`src/rtl/eth_ack_tx_pkg.sv`:
```
// Shared types, constants and CRC helper for the ack frame transmitter.
// Segment lengths are in bytes; counters run 0..LEN-1 within each segment.
package eth_ack_tx_pkg;

  typedef enum logic [2:0] {
    ST_IDLE     = 3'd0,
    ST_PREAMBLE = 3'd1,
    ST_HEADER   = 3'd2,
    ST_PAYLOAD  = 3'd3,
    ST_FCS      = 3'd4,
    ST_IFG      = 3'd5
  } state_t;

  localparam logic [7:0]  PREAMBLE_BYTE = 8'h55;
  localparam logic [7:0]  SFD_BYTE      = 8'hD5;
  localparam logic [31:0] CRC_POLY      = 32'hEDB88320;
  localparam logic [31:0] CRC_RESIDUE   = 32'hDEBB20E3;
  localparam logic [31:0] CRC_INIT      = 32'hFFFFFFFF;

  localparam int unsigned PREAMBLE_LEN = 8;
  localparam int unsigned HEADER_LEN   = 14;
  localparam int unsigned PAYLOAD_LEN  = 46;
  localparam int unsigned FCS_LEN      = 4;
  localparam int unsigned IFG_LEN      = 12;

  localparam int CNT_W = 6;
  typedef logic [CNT_W-1:0] cnt_t;

  typedef struct packed {
    logic [47:0] dst;
    logic [15:0] status;
  } ack_entry_t;

  // Reflected CRC-32 advanced by one byte, LSB of the byte first.
  function automatic logic [31:0] crc32_byte(input logic [31:0] crc, input logic [7:0] d);
    logic [31:0] c;
    c = crc ^ {24'h000000, d};
    for (int i = 0; i < 8; i++) begin
      c = c[0] ? ((c >> 1) ^ CRC_POLY) : (c >> 1);
    end
    return c;
  endfunction

  function automatic cnt_t seg_last(input state_t s);
    case (s)
      ST_PREAMBLE: return cnt_t'(PREAMBLE_LEN - 1);
      ST_HEADER:   return cnt_t'(HEADER_LEN - 1);
      ST_PAYLOAD:  return cnt_t'(PAYLOAD_LEN - 1);
      ST_FCS:      return cnt_t'(FCS_LEN - 1);
      ST_IFG:      return cnt_t'(IFG_LEN - 1);
      default:     return '0;
    endcase
  endfunction

endpackage

```
`src/rtl/eth_ack_tx_if.sv`:
```
// Ack FIFO read side plus GMII-style transmit side of the ack frame generator.
interface eth_ack_tx_if;

  logic        ack_rd_en_out;
  logic [63:0] ack_rd_d_in;
  logic        ack_rd_empty_in;
  logic        tx_en_out;
  logic [7:0]  txd_out;
  logic        busy_out;
  logic [15:0] frame_count_out;

  modport master (
    output ack_rd_en_out, tx_en_out, txd_out, busy_out, frame_count_out,
    input  ack_rd_d_in, ack_rd_empty_in
  );

  modport slave (
    input  ack_rd_en_out, tx_en_out, txd_out, busy_out, frame_count_out,
    output ack_rd_d_in, ack_rd_empty_in
  );

endinterface

```
`src/rtl/eth_ack_tx_crc32_d8.sv`:
```
// Byte-wide reflected CRC-32 register; one byte per enabled cycle, result next cycle.
// init has priority over en; the register is left uninverted.
module crc32_d8
  import eth_ack_tx_pkg::*;
(
  input  logic        clk,
  input  logic        rst,
  input  logic        init,
  input  logic        en,
  input  logic [7:0]  d,
  output logic [31:0] crc
);

  always_ff @(posedge clk or posedge rst) begin
    if (rst) begin
      crc <= CRC_INIT;
    end else if (init) begin
      crc <= CRC_INIT;
    end else if (en) begin
      crc <= crc32_byte(crc, d);
    end
  end

endmodule

```
`src/rtl/eth_ack_tx.sv`:
```
// Builds one 72-byte Ethernet ack frame per FIFO entry; tx starts two cycles after the read request.
// Transmission cannot be stalled; the FIFO is only read in IDLE, so entries wait there.
module eth_ack_tx
  import eth_ack_tx_pkg::*;
#(
  parameter logic [47:0] MAC  = 48'h010203040506,
  parameter logic [15:0] TYPE = 16'hffff
) (
  input  logic         clk,
  input  logic         rst,
  eth_ack_tx_if.master bus
);

  state_t      state, state_nxt;
  cnt_t        cnt;
  logic        seg_done;
  logic        rd_en;
  logic        rd_pend;
  logic        capture;
  ack_entry_t  entry_q;
  logic [15:0] seq_q;
  logic [15:0] frame_cnt_q;

  logic        tx_en;
  logic [7:0]  txd;
  logic [7:0]  pay_byte;
  logic        crc_init;
  logic        crc_en;
  logic [31:0] crc;
  logic [31:0] fcs_sh;
  logic [111:0] hdr_vec;
  logic [111:0] hdr_sh;

  assign seg_done = (cnt == seg_last(state));

  // Read accepted last cycle means the entry is on ack_rd_d_in now.
  assign capture = (state == ST_IDLE) && rd_pend;
  assign rd_en   = !rst && (state == ST_IDLE) && !rd_pend && !bus.ack_rd_empty_in;

  always_ff @(posedge clk or posedge rst) begin
    if (rst) begin
      state <= ST_IDLE;
    end else begin
      state <= state_nxt;
    end
  end

  always_comb begin
    state_nxt = state;
    case (state)
      ST_IDLE:     if (capture)  state_nxt = ST_PREAMBLE;
      ST_PREAMBLE: if (seg_done) state_nxt = ST_HEADER;
      ST_HEADER:   if (seg_done) state_nxt = ST_PAYLOAD;
      ST_PAYLOAD:  if (seg_done) state_nxt = ST_FCS;
      ST_FCS:      if (seg_done) state_nxt = ST_IFG;
      ST_IFG:      if (seg_done) state_nxt = ST_IDLE;
      default:                   state_nxt = ST_IDLE;
    endcase
  end

  // seg_last(ST_IDLE) is 0, so the counter parks at 0 while idle.
  always_ff @(posedge clk or posedge rst) begin
    if (rst) begin
      cnt <= '0;
    end else if (seg_done) begin
      cnt <= '0;
    end else begin
      cnt <= cnt + 1'b1;
    end
  end

  always_ff @(posedge clk or posedge rst) begin
    if (rst) begin
      rd_pend <= 1'b0;
    end else begin
      rd_pend <= rd_en;
    end
  end

  always_ff @(posedge clk or posedge rst) begin
    if (rst) begin
      entry_q <= '0;
      seq_q   <= '0;
    end else if (capture) begin
      entry_q <= ack_entry_t'(bus.ack_rd_d_in);
      seq_q   <= frame_cnt_q;
    end
  end

  always_ff @(posedge clk or posedge rst) begin
    if (rst) begin
      frame_cnt_q <= '0;
    end else if ((state == ST_FCS) && seg_done) begin
      frame_cnt_q <= frame_cnt_q + 1'b1;
    end
  end

  assign hdr_vec = {entry_q.dst, MAC, TYPE};
  assign hdr_sh  = hdr_vec << {cnt, 3'b000};
  assign fcs_sh  = (~crc) >> {cnt[1:0], 3'b000};

  always_comb begin
    pay_byte = 8'h00;
    case (cnt)
      cnt_t'(0): pay_byte = entry_q.status[15:8];
      cnt_t'(1): pay_byte = entry_q.status[7:0];
      cnt_t'(2): pay_byte = seq_q[15:8];
      cnt_t'(3): pay_byte = seq_q[7:0];
      default:   pay_byte = 8'h00;
    endcase
  end

  always_comb begin
    tx_en    = 1'b0;
    txd      = 8'h00;
    crc_init = 1'b0;
    crc_en   = 1'b0;
    case (state)
      ST_PREAMBLE: begin
        tx_en    = 1'b1;
        crc_init = 1'b1;
        txd      = seg_done ? SFD_BYTE : PREAMBLE_BYTE;
      end
      ST_HEADER: begin
        tx_en  = 1'b1;
        crc_en = 1'b1;
        txd    = hdr_sh[111:104];
      end
      ST_PAYLOAD: begin
        tx_en  = 1'b1;
        crc_en = 1'b1;
        txd    = pay_byte;
      end
      ST_FCS: begin
        tx_en = 1'b1;
        txd   = fcs_sh[7:0];
      end
      default: begin
        tx_en = 1'b0;
        txd   = 8'h00;
      end
    endcase
  end

  crc32_d8 u_crc (
    .clk  (clk),
    .rst  (rst),
    .init (crc_init),
    .en   (crc_en),
    .d    (txd),
    .crc  (crc)
  );

  assign bus.ack_rd_en_out   = rd_en;
  assign bus.tx_en_out       = tx_en;
  assign bus.txd_out         = txd;
  assign bus.busy_out        = (state != ST_IDLE);
  assign bus.frame_count_out = frame_cnt_q;

endmodule

```
`src/flat_wrapper.sv`:
```
// flat-port wrapper written by rule: the top's interface ports become plain ports
module eth_ack_tx_flat import eth_ack_tx_pkg::*;
#(
  parameter logic [47:0] MAC  = 48'h010203040506,
  parameter logic [15:0] TYPE = 16'hffff
)
  (clk, rst, bus_ack_rd_en_out, bus_tx_en_out, bus_txd_out, bus_busy_out, bus_frame_count_out, bus_ack_rd_d_in, bus_ack_rd_empty_in);
  eth_ack_tx_if bus_i ();
  input  logic clk;
  input  logic rst;
  output wire logic [$bits(bus_i.ack_rd_en_out)-1:0] bus_ack_rd_en_out;
  output wire logic [$bits(bus_i.tx_en_out)-1:0] bus_tx_en_out;
  output wire logic [$bits(bus_i.txd_out)-1:0] bus_txd_out;
  output wire logic [$bits(bus_i.busy_out)-1:0] bus_busy_out;
  output wire logic [$bits(bus_i.frame_count_out)-1:0] bus_frame_count_out;
  input wire logic [$bits(bus_i.ack_rd_d_in)-1:0] bus_ack_rd_d_in;
  input wire logic [$bits(bus_i.ack_rd_empty_in)-1:0] bus_ack_rd_empty_in;
  assign bus_ack_rd_en_out = bus_i.ack_rd_en_out;
  assign bus_tx_en_out = bus_i.tx_en_out;
  assign bus_txd_out = bus_i.txd_out;
  assign bus_busy_out = bus_i.busy_out;
  assign bus_frame_count_out = bus_i.frame_count_out;
  assign bus_i.ack_rd_d_in = bus_ack_rd_d_in;
  assign bus_i.ack_rd_empty_in = bus_ack_rd_empty_in;
  eth_ack_tx #(.MAC(MAC), .TYPE(TYPE)) u_core (.clk(clk), .rst(rst), .bus(bus_i));
endmodule
```
`config.mk`:
```
export PLATFORM = sky130hd
export DESIGN_NAME = eth_ack_tx_flat
export DESIGN_NICKNAME = d
export VERILOG_FILES = /design/src/rtl/eth_ack_tx_pkg.sv /design/src/rtl/eth_ack_tx_if.sv /design/src/rtl/eth_ack_tx_crc32_d8.sv /design/src/rtl/eth_ack_tx.sv /design/src/flat_wrapper.sv
export SDC_FILE = /design/constraint.sdc
export NUM_CORES = 1
export LEC_CHECK = 0
export CAP_MARGIN = 20
export CORE_MARGIN = 4
export CORE_UTILIZATION = 30
export CTS_CLUSTER_SIZE = 25
export DETAILED_ROUTE_END_ITERATION = 6
export DONT_BUFFER_PORTS = 1
export GPL_ROUTABILITY_DRIVEN = 0
export GPL_TIMING_DRIVEN = 1
export MAX_ROUTING_LAYER = met4
export SYNTH_ARGS = -nofsm -noshare
export SYNTH_HDL_FRONTEND = slang
export SYNTH_SLANG_ARGS = --single-unit
```
`constraint.sdc`:
```
create_clock -name clk -period 8.6 [get_ports clk]
set_input_delay 1.29 -clock clk [delete_from_list [all_inputs] [get_ports clk]]
set_output_delay 1.29 -clock clk [all_outputs]
set_load 0.1 [all_outputs]
```
* Yosys cells after proc, flatten, opt, wreduce, memory -nomap -nowiden
Index checks and enable logic that the tools add are counted.
Storage, ports and cells: output and inout port bits 27, latch bits 0, register bits 138, memory bits (writable) 0, memory bits (read-only) 0, memories kept 0, word-level logic and storage cells 77
Cells by class: bitwise logic cells 10, shift operators 2, multipliers 0, reduce and logical (&&, ||, !) cells 15, $lt $le $gt $ge 0, $add $sub $neg 2, eq/ne operators 15, mux-type cells 25, div/mod/pow operators 0
Operators by type and width (count):
- $mux 32 | 10
- $not 13->14 | 8
- $shl 112x9->112 | 1
- $pmux 8 s4 | 2
- $not 32->32 | 1
- $shr 32x5->8 | 1
- $xor 32x8->32 | 1
- $pmux 6 s5 | 1
- $mux 3 | 6
- $pmux 3 s6 | 1
- $add 16x1->16 const B | 1
- $eq 6x2->1 const B | 2
- $ne 2x1->1 const B | 6
- $mux 8 | 1
- $add 6x1->6 const B | 1
- $eq 3x2->1 const B | 2
- $eq 3x3->1 const B | 2
- $eq 6x1->1 const B | 1
- $eq 6x6->1 | 1
- $logic_not 6->1 | 1
- $mux 6 | 1
- $reduce_and 6->1 | 1
- $logic_and 1x1->1 | 5
- $reduce_or 4->1 | 1
- other kinds (7) | 11

* Logic depth before layout (Yosys ltp)
depth after elaboration 24, depth in mapped cells 13, depth with buffers taken out 10

* Modules after synthesis
A second synthesis with hierarchy kept.
Unflattened totals: cells, all modules 598, area total of the unflattened synthesis 7627.3 µm²
By module, submodules not included:
- eth_ack_tx | area an instance 5361.4 µm², cells an instance 425, times used 1
- crc32_d8 | area an instance 2265.9 µm², cells an instance 173, times used 1

* Worst setup path after synthesis
Ideal clock, no wire load.
path kind register to output, start register u_core.state[1], end output port bus_ack_rd_en_out, stages on the path, launching flop included 5, data required time 7310 ps, data arrival time 4396 ps, path buffers 2, path slack 2914 ps, cells stage by stage dfrtp_1 > buf_2 > or3_1 > clkbuf_1 > nor4_1
On the way: longest elaborated chain between the ends 4
RTL lines:
- from (decl) | RTL line eth_ack_tx.sv:14 | state_t state, state_nxt;
- from (signal assigned) | RTL line eth_ack_tx.sv:44 | state <= state_nxt;
- $logic_not 3->1 | RTL line eth_ack_tx.sv:38 | assign rd_en = !rst && (state == ST_IDLE) && !rd_pend && !bus.ack_rd_empty_in;
- $logic_and 1x1->1 (3 in a row) | RTL line eth_ack_tx.sv:38
- to (decl) | RTL line flat_wrapper.sv:11 | output wire logic [$bits(bus_i.ack_rd_en_out)-1:0] bus_ack_rd_en_out;
No other way between the ends.

* Worst setup path in the final report
start register u_core.cnt[1], end output port bus_txd_out[4]
On the way: longest elaborated chain between the ends 3, elaborated cells between the ends (all ways) 8
RTL lines:
- from (decl) | RTL line eth_ack_tx.sv:15 | cnt_t cnt;
- from (signal assigned) | RTL line eth_ack_tx.sv:68 | cnt <= cnt + 1'b1;
- parallel branches: the longest is 2 deep, another holds $shl 112x9->112
- $pmux 8 s4 * | RTL line eth_ack_tx.sv:118 | case (state)
- to (decl) | RTL line flat_wrapper.sv:13 | output wire logic [$bits(bus_i.txd_out)-1:0] bus_txd_out;
Every way passes the cells marked *.

==> reports/results.txt <==
Worst hold path class = flip-flop to flip-flop
Sequential-to-total area share from yosys stat = 0.4567
VDD IR max = 0.0002163 V
Skew-Pair Late Insertion Delay = 0.42 ns
Row count = 58
Worst-path cell chain = buf_4, inv_1, ha_1, a22oi_1, nand2_1, a221o_1, a211oi_4, inv_1
Die Y = 167.7 um
Starting DRT DRC Count = 352
Final ANT Viol Nets = 0
EDFF count, synth = 0
Buf+Inv Stages, Crit Path = 3
Initial antenna violation count = 3
Hold path start = u_core.entry_q[20]
Max Used Layer = met4
Cts repair resizes = 0
GRT Util Overall = 0.1387
CP max stage delay = 0.49 ns
Prevailing post-synth register cell = dfrtp_1
Post-DP Area = 8005 um2
Setup TNS Final = 0 ns
Initial DRT Pass Iterations = 5
Share of Yosys cell area claimed by the top area cell type = 0.3468
WP data required = 7.31 ns
Setup crit start = u_core.cnt[1]
PD cells = 521.3 nW/um2
Via density per instance = 4.958
Cell total after placement = 923
Worst Setup Start Kind = flip-flop
Fmax = 222.8 MHz
Pleak = 0.003615 uW
HPWL Detailed = 13.42 mm
CP endpoint kind = primary output
Synth Instances = 619
First-pass GRT wire length = 29.56 mm
Cell variety after synth = 75
CTS sink cnt = 138
# Max-Cap Violations = 0
Clock Skews = 0.009627 ns
R2r startpoint = u_core.cnt[1]
Layout cell share with drive strength beyond 1 = 0.3152
Slew HR = 0.2747
WL met2 = 8.659 mm
Congestion Overflow GR = 0
CTS clk-pin slew, worst paths = 0.06 ns
Post-CTS setup buffer count = 0
Root Buffer = clkbuf_16
Final Cell Area = 8641 um2
# H-tree levels = 4
Fin Hold WS = 0.5057 ns
Hold Fails Final Rpt = 0
Port bufs = 0
RSZ-0062 raised after global routing = no
Setup-failing EPs final = 0
Routed wire length = 18.74 mm
Chip Width = 167.7 um
Critical path peak fanout = 40
Finished Core Util = 0.3441
WL met1 = 8.726 mm
Top Family by Delay on Critical Path = buffers and inverters
Commonest cells post-synth = dfrtp_1, mux2_2, nor2_1
Largest net degree at the start of global routing = 86
Yosys Warn Count = 0
Hold buffers post-CTS = 0
Worst-Margin Slew = 1.088 ns
FFs w/ async S/R, synth = 1.000
DRC Markers = 0
Crit path kind = flip-flop to primary output
Outcome = complete, no violations
Yosys top cell by area = dfrtp_1
FF+latch count, synth = 138
Final net count = 684
Syn_area_per_cell = 12.36 um2
Final slew viol count = 0
WL met3 = 1.159 mm
Initial Util = 0.3046
Number of CTS-inserted buffers = 17
DR vias = 4750
Critical path arrival = 3.20 ns
Core ar. = 25110 um2
Final Cycle Share = 0.5218
Syn Nets = 691
Final min period = 4.487 ns
Top-count cell post-synth = dfrtp_1
Die Area = 28110 um2
Max stage delay cell, worst path = inv_1
Mapped Area = 7649 um2
Mean routed wirelength per cell = 19.56 um
IO Pins = 94
Vias in the first global route = 4854
CTS tree = yes
Clock tree buffer depth = 2
Fin cells = 958
Crit-path most repeated cell = inv_1
Leading post-synthesis cells by cell area = dfrtp_1, mux2_2, dfstp_2, xnor2_1, xnor3_1
Area grow syn2layout = 12.97%
cell families (layout without fill, tap and decap cells):
kind of cell               Yosys count  in the layout  share of synthesized area
muxes                              107            107                     0.1641
buffers and inverters               47             53                    0.02961
other                                0              3                          0
adders and majority gates            6              6                   0.009488
xor gates and xnor gates            86             86                     0.1497
DFF                                138            138                     0.4567
AOI/OAI and AO/OA                   96             96                    0.09128
and+or+nand+nor                    139            139                    0.09913
area by class of cell:
| cell class | count | area (um2) |
|---|---|---|
| Clock buffer | 21 | 460.4 |
| Clock inverter | 11 | 167.7 |
| Timing Repair Buffer | 12 | 107.6 |
| Antenna cell | 3 | 7.507 |
| Fill cell | 2521 | 16470 |
| Multi-Input combinational cell | 434 | 3953 |
| Tap cell | 330 | 412.9 |
| Inverter | 9 | 38.79 |
| Sequential cell | 138 | 3493 |
cells in the final DEF (no fill, tap or decap), types with 14 or more instances in the layout:
cell       count
xor2_1        15
dfrtp_1      106
mux2i_1       20
nand2_1       17
mux2_2        81
xnor2_1       43
dfstp_2       32
xnor3_1       14
nor2_1        49
a22oi_1       19
a21oi_1       37
clkbuf_16     18
worst reg2reg max path, cell delays in order, from the launching register on:
cell	delay [ns]
dfrtp_1	0.32
buf_4	0.45
inv_1	0.27
ha_1	0.35
a22oi_1	0.22
nand2_1	0.09
a221oi_1	0.29
nand3_2	0.61
xor2_1	0.65
xnor2_1	0.24
xor3_1	0.46
a21oi_1	0.18
per-layer routing:
metal | track usage | vias up
met2 | 0.2065 | 129
met3 | 0.04131 | 14
met4 | 0.03282 | 0
met1 | 0.1874 | 2401
li1 | - | 2206
met5 | - | -
state kept, by name (all words and copies together) (netlist names):
name,flops
u_core.entry_q,64
u_core.u_crc.crc,32
u_core.bus.frame_count_out,16
u_core.seq_q,16
u_core.cnt,6
u_core.state,3
u_core.rd_pend,1
where the power goes:
group          total [uW]  switching (uW)  internal, uW
logic                2550            1320          1240
clock network         784             284           501
registers            1170             238           929
stage by stage:
step / total power, uW / setup WS, ns
floorplan: 3277 / 2.914
global placement: 3700 / 4.462
detailed placement: 3731 / 4.395
CTS: 4533 / 4.067
global route: 4793 / 3.903
finish: 4505 / 4.113
final timing paths:
path	slack, ns	cells after the start	endpoint
worst max-delay path	4.11	8	bus_txd_out[4]
worst min-delay path	0.51	1	u_core.entry_q[20]
max in group asynchronous	6.56	2	u_core.entry_q[53]
worst min register to register	0.51	1	u_core.entry_q[20]
worst max register to register	4.41	11	u_core.u_crc.crc[18]
min in group asynchronous	0.87	1	u_core.seq_q[3]
Power figures use the tool's default switching activity.
